===== src/rtl/viterbi_pkg.sv =====
// viterbi_pkg: constants and the survivor-memory state encoding shared by
// the ACS array, the survivor memory and the traceback unit.
//   M      : state bits, N = 2^M states per trellis row
//   D      : survivor buffer depth (equals the traceback depth)
//   PTR_W  : row pointer width
//   FILL_W : fill counter width (counts 0..D inclusive)
package viterbi_pkg;

  localparam int M      = 6;
  localparam int N      = 1 << M;
  localparam int D      = 40;
  localparam int PTR_W  = $clog2(D);
  localparam int FILL_W = $clog2(D + 1);

  typedef enum logic [1:0] {
    ST_FILL    = 2'd0,
    ST_RUN     = 2'd1,
    ST_TB_WAIT = 2'd2
  } sm_state_e;

endpackage


===== src/rtl/survivor_mem_surv_ram.sv =====
// surv_ram: ROWS x COLS survivor bit array.
//   clk, rst         : clock, synchronous active-high reset (read register only)
//   we, wr_row       : full-row write strobe and row index
//   wr_data          : row of COLS survivor bits
//   rd_row, rd_col   : single-bit read address
//   rd_bit           : registered read data, one cycle after the address
// A row index >= ROWS reads as 0. A read and write of the same row in one
// cycle returns the previous contents.
module surv_ram
  import viterbi_pkg::*;
#(
  parameter int ROWS = D,
  parameter int COLS = N
) (
  input  logic                       clk,
  input  logic                       rst,
  input  logic                       we,
  input  logic [$clog2(ROWS)-1:0]    wr_row,
  input  logic [COLS-1:0]            wr_data,
  input  logic [$clog2(ROWS)-1:0]    rd_row,
  input  logic [$clog2(COLS)-1:0]    rd_col,
  output logic                       rd_bit
);

  localparam int RW = $clog2(ROWS);

  logic [COLS-1:0] mem_q [ROWS];
  logic            rd_bit_d;
  logic            rd_bit_q;

  always_ff @(posedge clk) begin
    if (we) mem_q[wr_row] <= wr_data;
  end

  always_comb begin
    rd_bit_d = 1'b0;
    if (rd_row < RW'(ROWS)) rd_bit_d = mem_q[rd_row][rd_col];
  end

  always_ff @(posedge clk) begin
    if (rst) rd_bit_q <= 1'b0;
    else     rd_bit_q <= rd_bit_d;
  end

  assign rd_bit = rd_bit_q;

endmodule


===== src/rtl/survivor_mem.sv =====
// survivor_mem: circular survivor-decision buffer between the ACS array and
// the traceback unit.
//   clk, rst      : clock, synchronous active-high reset
//   dec_valid/dec_ready, dec_bits, s_best, term_zero : ACS row handshake
//   wr_ptr        : row index of the most recent write
//   s_end         : end state for the pending traceback
//   force_state0  : one-cycle traceback launch pulse
//   tb_time, tb_state, tb_surv_bit : traceback single-bit read port
//   tb_done       : traceback finished (level, may be held several cycles)
//   full          : buffer holds D rows
module survivor_mem
  import viterbi_pkg::*;
(
  input  logic             clk,
  input  logic             rst,
  input  logic             dec_valid,
  input  logic [N-1:0]     dec_bits,
  input  logic [M-1:0]     s_best,
  input  logic             term_zero,
  output logic             dec_ready,
  output logic [PTR_W-1:0] wr_ptr,
  output logic [M-1:0]     s_end,
  output logic             force_state0,
  input  logic [PTR_W-1:0] tb_time,
  input  logic [M-1:0]     tb_state,
  output logic             tb_surv_bit,
  input  logic             tb_done,
  output logic             full
);

  localparam logic [PTR_W-1:0]  PTR_LAST = PTR_W'(D - 1);
  localparam logic [FILL_W-1:0] FILL_MAX = FILL_W'(D);

  sm_state_e         state_q, state_d;
  logic [PTR_W-1:0]  wr_ptr_q, wr_ptr_d;
  logic [FILL_W-1:0] fill_q, fill_d;
  logic [M-1:0]      s_end_q, s_end_d;
  logic              force_q, force_d;
  logic              tb_done_q;
  logic              wr_en;
  logic              tb_done_rise;
  logic [PTR_W-1:0]  wr_row;

  assign wr_row = (wr_ptr_q == PTR_LAST) ? '0 : wr_ptr_q + 1'b1;

  always_comb begin
    state_d      = state_q;
    wr_ptr_d     = wr_ptr_q;
    fill_d       = fill_q;
    s_end_d      = s_end_q;
    force_d      = 1'b0;
    // Rows are refused while a traceback may still be reading them.
    dec_ready    = !rst && (state_q != ST_TB_WAIT);
    wr_en        = dec_valid && dec_ready;
    tb_done_rise = tb_done && !tb_done_q;

    if (wr_en) begin
      wr_ptr_d = wr_row;
      s_end_d  = term_zero ? '0 : s_best;
      fill_d   = (fill_q == FILL_MAX) ? fill_q : fill_q + 1'b1;
      // Launch once the write completes a full window of D rows.
      if (state_q == ST_RUN || fill_q >= FILL_MAX - 1'b1) begin
        force_d = 1'b1;
        state_d = ST_TB_WAIT;
      end
    end

    // Only the rising edge counts, so a held tb_done cannot release a
    // later traceback early.
    if (state_q == ST_TB_WAIT && tb_done_rise) state_d = ST_RUN;
  end

  always_ff @(posedge clk) begin
    if (rst) begin
      state_q   <= ST_FILL;
      wr_ptr_q  <= PTR_LAST;
      fill_q    <= '0;
      s_end_q   <= '0;
      force_q   <= 1'b0;
      tb_done_q <= 1'b0;
    end else begin
      state_q   <= state_d;
      wr_ptr_q  <= wr_ptr_d;
      fill_q    <= fill_d;
      s_end_q   <= s_end_d;
      force_q   <= force_d;
      tb_done_q <= tb_done;
    end
  end

  assign wr_ptr       = wr_ptr_q;
  assign s_end        = s_end_q;
  assign force_state0 = force_q;
  assign full         = (fill_q == FILL_MAX);

  surv_ram #(
    .ROWS(D),
    .COLS(N)
  ) u_ram (
    .clk    (clk),
    .rst    (rst),
    .we     (wr_en),
    .wr_row (wr_row),
    .wr_data(dec_bits),
    .rd_row (tb_time),
    .rd_col (tb_state),
    .rd_bit (tb_surv_bit)
  );

endmodule

===== config.mk =====
export PLATFORM = sky130hd
export DESIGN_NAME = survivor_mem
export DESIGN_NICKNAME = d
export VERILOG_FILES = /design/src/rtl/viterbi_pkg.sv /design/src/rtl/survivor_mem_surv_ram.sv /design/src/rtl/survivor_mem.sv
export SDC_FILE = /design/constraint.sdc
export NUM_CORES = 2
export LEC_CHECK = 0
export ABC_AREA = 1
export CAP_MARGIN = 20
export CELL_PAD_IN_SITES_DETAIL_PLACEMENT = 1
export CELL_PAD_IN_SITES_GLOBAL_PLACEMENT = 1
export CORE_UTILIZATION = 30
export CTS_CLUSTER_DIAMETER = 120
export DETAILED_ROUTE_END_ITERATION = 6
export PLACE_DENSITY_LB_ADDON = 0.05
export RECOVER_POWER = 100
export SYNTH_ARGS = -nofsm -noshare
export SYNTH_HDL_FRONTEND = slang
export SYNTH_SLANG_ARGS = --single-unit

===== constraint.sdc =====
create_clock -name clk -period 12 [get_ports clk]
set_input_delay 3.6 -clock clk [delete_from_list [all_inputs] [get_ports clk]]
set_output_delay 3.6 -clock clk [all_outputs]
set_load 0.005 [all_outputs]

==> results.md <==
Min path:
- The worst hold path was traced through 2 stages.
- The min-delay analysis places its worst path in the category reg -> reg.
- The start point of the worst min-delay path is s_end[4]$_SDFFE_PP0P_.
- The path with the worst hold slack has its endpoint at s_end[4]$_SDFFE_PP0P_.

Finish:
- The synthesis-to-layout area growth is 14.0%.
- Cells with a size suffix above 1 make up 5.82% of the layout.
- After the last flow step, the layout net total stands at approximately 8700.
- The area of combinational cells with multiple inputs is between 20000 and 25000 um2.
- At the end of the flow the core is filled with cells to 34.3%.
- The sequential cells in the finished layout cover a total of slightly below 80000 um2.
- The number of fillers in the final layout is 36905.

Critical path:
- The slowest stage of the critical path is the sky130_fd_sc_hd__nor2_1 cell.
- The signal arrival time at the worst endpoint is 10.65 ns.
- STA classifies the critical path endpoint as a flip-flop.
- For this run, the slowest stage of the critical path takes around 2.5 ns.
- The worst reg-to-reg path cell count is 10.
- The nature of the critical path startpoint is an input pin.
- The critical path is of the in -> reg type.
- At the worst endpoint, the required time is roughly 12 ns.
- Along the worst path, the maximum fanout reaches 26.
- The setup check on the worst reg-to-reg path leaves a slack of 4.85 ns.
- Traced cell by cell, the critical path runs through dlygate4sd3_1 -> nor2_1 -> nand2_1 -> clkinv_1 -> nand2_1 -> nor2_1 -> nand2_1 -> nor2_1 -> clkbuf_1.
- The worst register-to-register path ends at u_ram.mem_q[29][15]$_DFFE_PP_.
- The startpoint of the worst-slack reg-to-reg timing path is state_q[1]$_SDFFE_PP0P_.

Logic synthesis:
- In this run, synthesis produced a sequential element count of 2583.
- Counting every net in the synthesized netlist gives roughly 8600.
- The cell count after synthesis came out at ~8600.
- The synthesis warning total is 0.
- The netlist uses 32 different library cells.
- Summing every instance area after synthesis gives around 100000 um2.
- The average instance area after synthesis is around 12 um2.
- Sequential cells were found to cover approximately three quarters of the synthesized design area.

Power:
- The power per cell area is approximately 170 nW/um2.
- The analysis attributes to cell leakage a power of just over 40 nW.
- Across the VDD grid, the largest voltage drop is around 0.097 mV.
- The total chip power is just over 20 mW.

Route:
- The violation count after the first detailed-route iteration is 5847.
- The total routed wirelength is just under 400000 um.
- The average detailed-routed wire length per instance is 29.3 um.
- The overall via count from detail_route is slightly below 70000.
- The routed via count divided by cell count is 5.13.
- After detailed routing, the number of remaining DRC violations is 0.
- The count of nets left with antenna violations after detail routing is 0.
- The first TritonRoute pass finished after 5 iterations.

STA:
- Setup violations remaining at the end of the flow were counted as 0.
- The hold violation total from the final report is 0.
- The worst-case hold slack is 0.466 ns.
- Derived from the worst setup path, the maximum achievable clock frequency is just under 100 MHz.
- Once routing completed, OpenROAD measured the worst setup slack at 1.81 ns.
- The final count of pins violating max slew came to approximately 4900.
- Setup repair after global routing left no endpoint under its margin.
- The part of the cycle the worst path needs is approximately 85%.
- The transition time of the tightest slew-check pin is 5.92 ns.
- Summed over all failing endpoints, the final setup total negative slack is 0 ns.
- The worst setup skew after layout is between 0.03 and 0.04 ns.
- The clock period could shrink to between 10 and 15 ns.
- The headroom to the max-slew limit is -294%.

Global routing:
- The global-route congestion overflow total is 0.
- Entering global routing, the biggest net connects 250 pins.
- The number of global-route vias before repair is about 70000.
- The global-route wire length before repair is about 550000 um.
- The number of antenna violations at the first check in global routing was 34.
- Global routing used 22.2% of the available tracks.

Clocking:
- The H-tree depth is 5.
- Post-CTS repair changed the size of 0 cells.
- The clock net in this run drives a total of 2583 sinks.
- After clock tree synthesis, the flow added hold-fix buffers numbering 0.
- In this run the deepest clock path goes through 4 buffers.
- The clock latency reported for the late side of the worst-skew pair is ~0.92 ns.
- Buffers added to address setup during post-CTS repair amount to 0.
- TritonCTS built the clock tree.
- The clock buffer count from CTS is between 300 and 400.
- After clock tree synthesis, the clock-pin slew on the worst setup and hold paths is 0.06 ns.
- The root buffer cell is sky130_fd_sc_hd__clkbuf_16.

Floorplan:
- The floorplan core area is about 350000 um2.
- The die extent in x is 591 um.
- Measured along the y axis, the die boundary spans roughly 600 um.
- The initial utilization of the core area, before any placement, comes to between 30% and 40%.
- The top-level port count is 103.
- The standard-cell row count is approximately 220.
- The floorplan step defined a die boundary enclosing between 300000 and 400000 um2.

Placement:
- The detailed-placement wirelength estimate is between 200000 and 250000 um.
- The worst-case setup slack after placement is 3.31 ns.
- Buffers placed on the I/O ports in this run total about 100.
- The congestion estimate from routability-driven global placement came to ~0.74.

Run:
- Max-cap violations in this run came to approximately 160.

Run status:
- The flow ran to the end, but the final reports show violations.
- The checks that failed: max-capacitance violations, max-slew violations.
==> how the worst max path moves through the flow <==
stage | startpoint | depth (start not counted) | end | slack [ns]
floorplan | rst | 7 | u_ram.mem_q[13][0]$_DFFE_PP_ | 4.36
global placement | rst | 3 | dec_ready | 3.32
detailed placement | rst | 3 | dec_ready | 3.31
CTS | rst | 3 | dec_ready | 3.29
global route | rst | 9 | u_ram.mem_q[29][23]$_DFFE_PP_ | 1.62
finish | rst | 9 | u_ram.mem_q[29][15]$_DFFE_PP_ | 1.81
==> final cells by class <==
type | instances | share of cell area [%]
inverters | 134 | 0.467
repair buffers | 323 | 2.13
flip-flops and latches | 2583 | 65.1
well taps | 4578 | 4.82
clock inverters | 137 | 0.804
multi-input cells | 5282 | 19.6
diodes | 4 | 0.00843
clock buffers | 401 | 7.02
==> worst max-delay path, delay by kind of cell <==
family / cells / cell delay [ns]
AND/OR/NAND/NOR: 6 / 3.83
buffers and inverters: 3 / 3.16
==> registers in the layout (all words and copies together), names as in the netlist <==
register	count
u_ram.mem_q	2560
force_state0	1
fill_q	6
wr_ptr	6
u_ram.rd_bit	1
tb_done_q	1
state_q	2
s_end	6
==> cells in the mapped netlist <==
cell | number | area, um2
sky130_fd_sc_hd__o211ai_1 | 51 | 383
sky130_fd_sc_hd__o21ai_1 | 15 | 75.1
sky130_fd_sc_hd__nor4_1 | 2 | 12.5
sky130_fd_sc_hd__inv_1 | 124 | 465
sky130_fd_sc_hd__inv_6 | 1 | 8.76
sky130_fd_sc_hd__a21oi_1 | 40 | 200
sky130_fd_sc_hd__dfxtp_1 | 23 | 460
sky130_fd_sc_hd__nand3b_1 | 2 | 15.0
sky130_fd_sc_hd__buf_4 | 119 | 893
sky130_fd_sc_hd__clkbuf_1 | 103 | 387
sky130_fd_sc_hd__a22oi_1 | 1 | 7.51
sky130_fd_sc_hd__o31ai_1 | 1 | 7.51
sky130_fd_sc_hd__buf_6 | 34 | 383
sky130_fd_sc_hd__nor2_1 | 554 | 2080
sky130_fd_sc_hd__nand4_1 | 1 | 6.26
sky130_fd_sc_hd__xor2_1 | 2 | 17.5
sky130_fd_sc_hd__buf_8 | 1 | 15.0
sky130_fd_sc_hd__buf_2 | 232 | 1160
sky130_fd_sc_hd__nor3_1 | 4 | 20.0
sky130_fd_sc_hd__nand2_1 | 2351 | 8820
sky130_fd_sc_hd__buf_12 | 2 | 40.0
sky130_fd_sc_hd__o21ai_0 | 362 | 1810
sky130_fd_sc_hd__clkinv_1 | 6 | 22.5
sky130_fd_sc_hd__edfxtp_1 | 2560 | 76900
sky130_fd_sc_hd__o21bai_1 | 3 | 22.5
sky130_fd_sc_hd__buf_1 | 66 | 248
sky130_fd_sc_hd__a211oi_1 | 2 | 15.0
sky130_fd_sc_hd__o221ai_1 | 45 | 394
sky130_fd_sc_hd__o22ai_1 | 39 | 244
sky130_fd_sc_hd__inv_2 | 3 | 11.3
sky130_fd_sc_hd__ha_1 | 3 | 37.5
sky130_fd_sc_hd__nand3_1 | 1804 | 9030
==> per-layer routing <==
metal / track usage, % / part of all wire, % / vias to the layer above
li1: - / - / 30649
met1: 31.1 / 46 / 36210
met2: 36.1 / 47 / 1562
met3: 3.29 / 4.8 / 518
met4: 5.57 / 2.6 / 8
met5: 0 / 0.0094 / -
==> cells in the final DEF, fill, tap and decap left out, types with 7 or more instances in the layout <==
master and count:
sky130_fd_sc_hd__o22ai_1 39, sky130_fd_sc_hd__dfxtp_1 23, sky130_fd_sc_hd__a21oi_1 40, sky130_fd_sc_hd__nor2_1 542, sky130_fd_sc_hd__buf_12 31, sky130_fd_sc_hd__buf_4 60, sky130_fd_sc_hd__clkbuf_16 320, sky130_fd_sc_hd__o21ai_0 362
sky130_fd_sc_hd__clkdlybuf4s50_1 12, sky130_fd_sc_hd__clkinv_1 73, sky130_fd_sc_hd__inv_6 7, sky130_fd_sc_hd__inv_1 123, sky130_fd_sc_hd__nand2_1 2351, sky130_fd_sc_hd__clkbuf_2 9, sky130_fd_sc_hd__o211ai_1 51, sky130_fd_sc_hd__dlygate4sd3_1 71
sky130_fd_sc_hd__nand3_1 1804, sky130_fd_sc_hd__bufinv_16 9, sky130_fd_sc_hd__edfxtp_1 2560, sky130_fd_sc_hd__nor2_4 12, sky130_fd_sc_hd__o221ai_1 45, sky130_fd_sc_hd__clkinv_8 7, sky130_fd_sc_hd__clkinv_2 41, sky130_fd_sc_hd__clkbuf_1 211
sky130_fd_sc_hd__o21ai_1 15
==> kinds of logic after synthesis <==
family | after synthesis | synth area share (%)
flops | 2583 | 74.2
compound gates | 559 | 3.03
buf+inv | 691 | 3.49
simple gates | 4718 | 19.2
fa+ha+maj | 3 | 0.0360
xor+xnor | 2 | 0.0168
==> per-stage QoR <==
stage / cell area [um2] / std cells
3_5_place_dp: 110000 / 12899
2_1_floorplan: 104000 / 8556
6_report: 119000 / 13442
3_3_place_gp: 110000 / 12894
4_1_cts: 120000 / 13437
5_1_grt: 119000 / 13440
==> power breakdown <==
group | switching, mW | internal [mW]
combinational | 1.02 | 0.281
clock | 3.84 | 5.07
sequential | 0.0201 | 10.0
total | 4.87 | 15.4
Note: power is estimated with default switching activity, not from simulation.
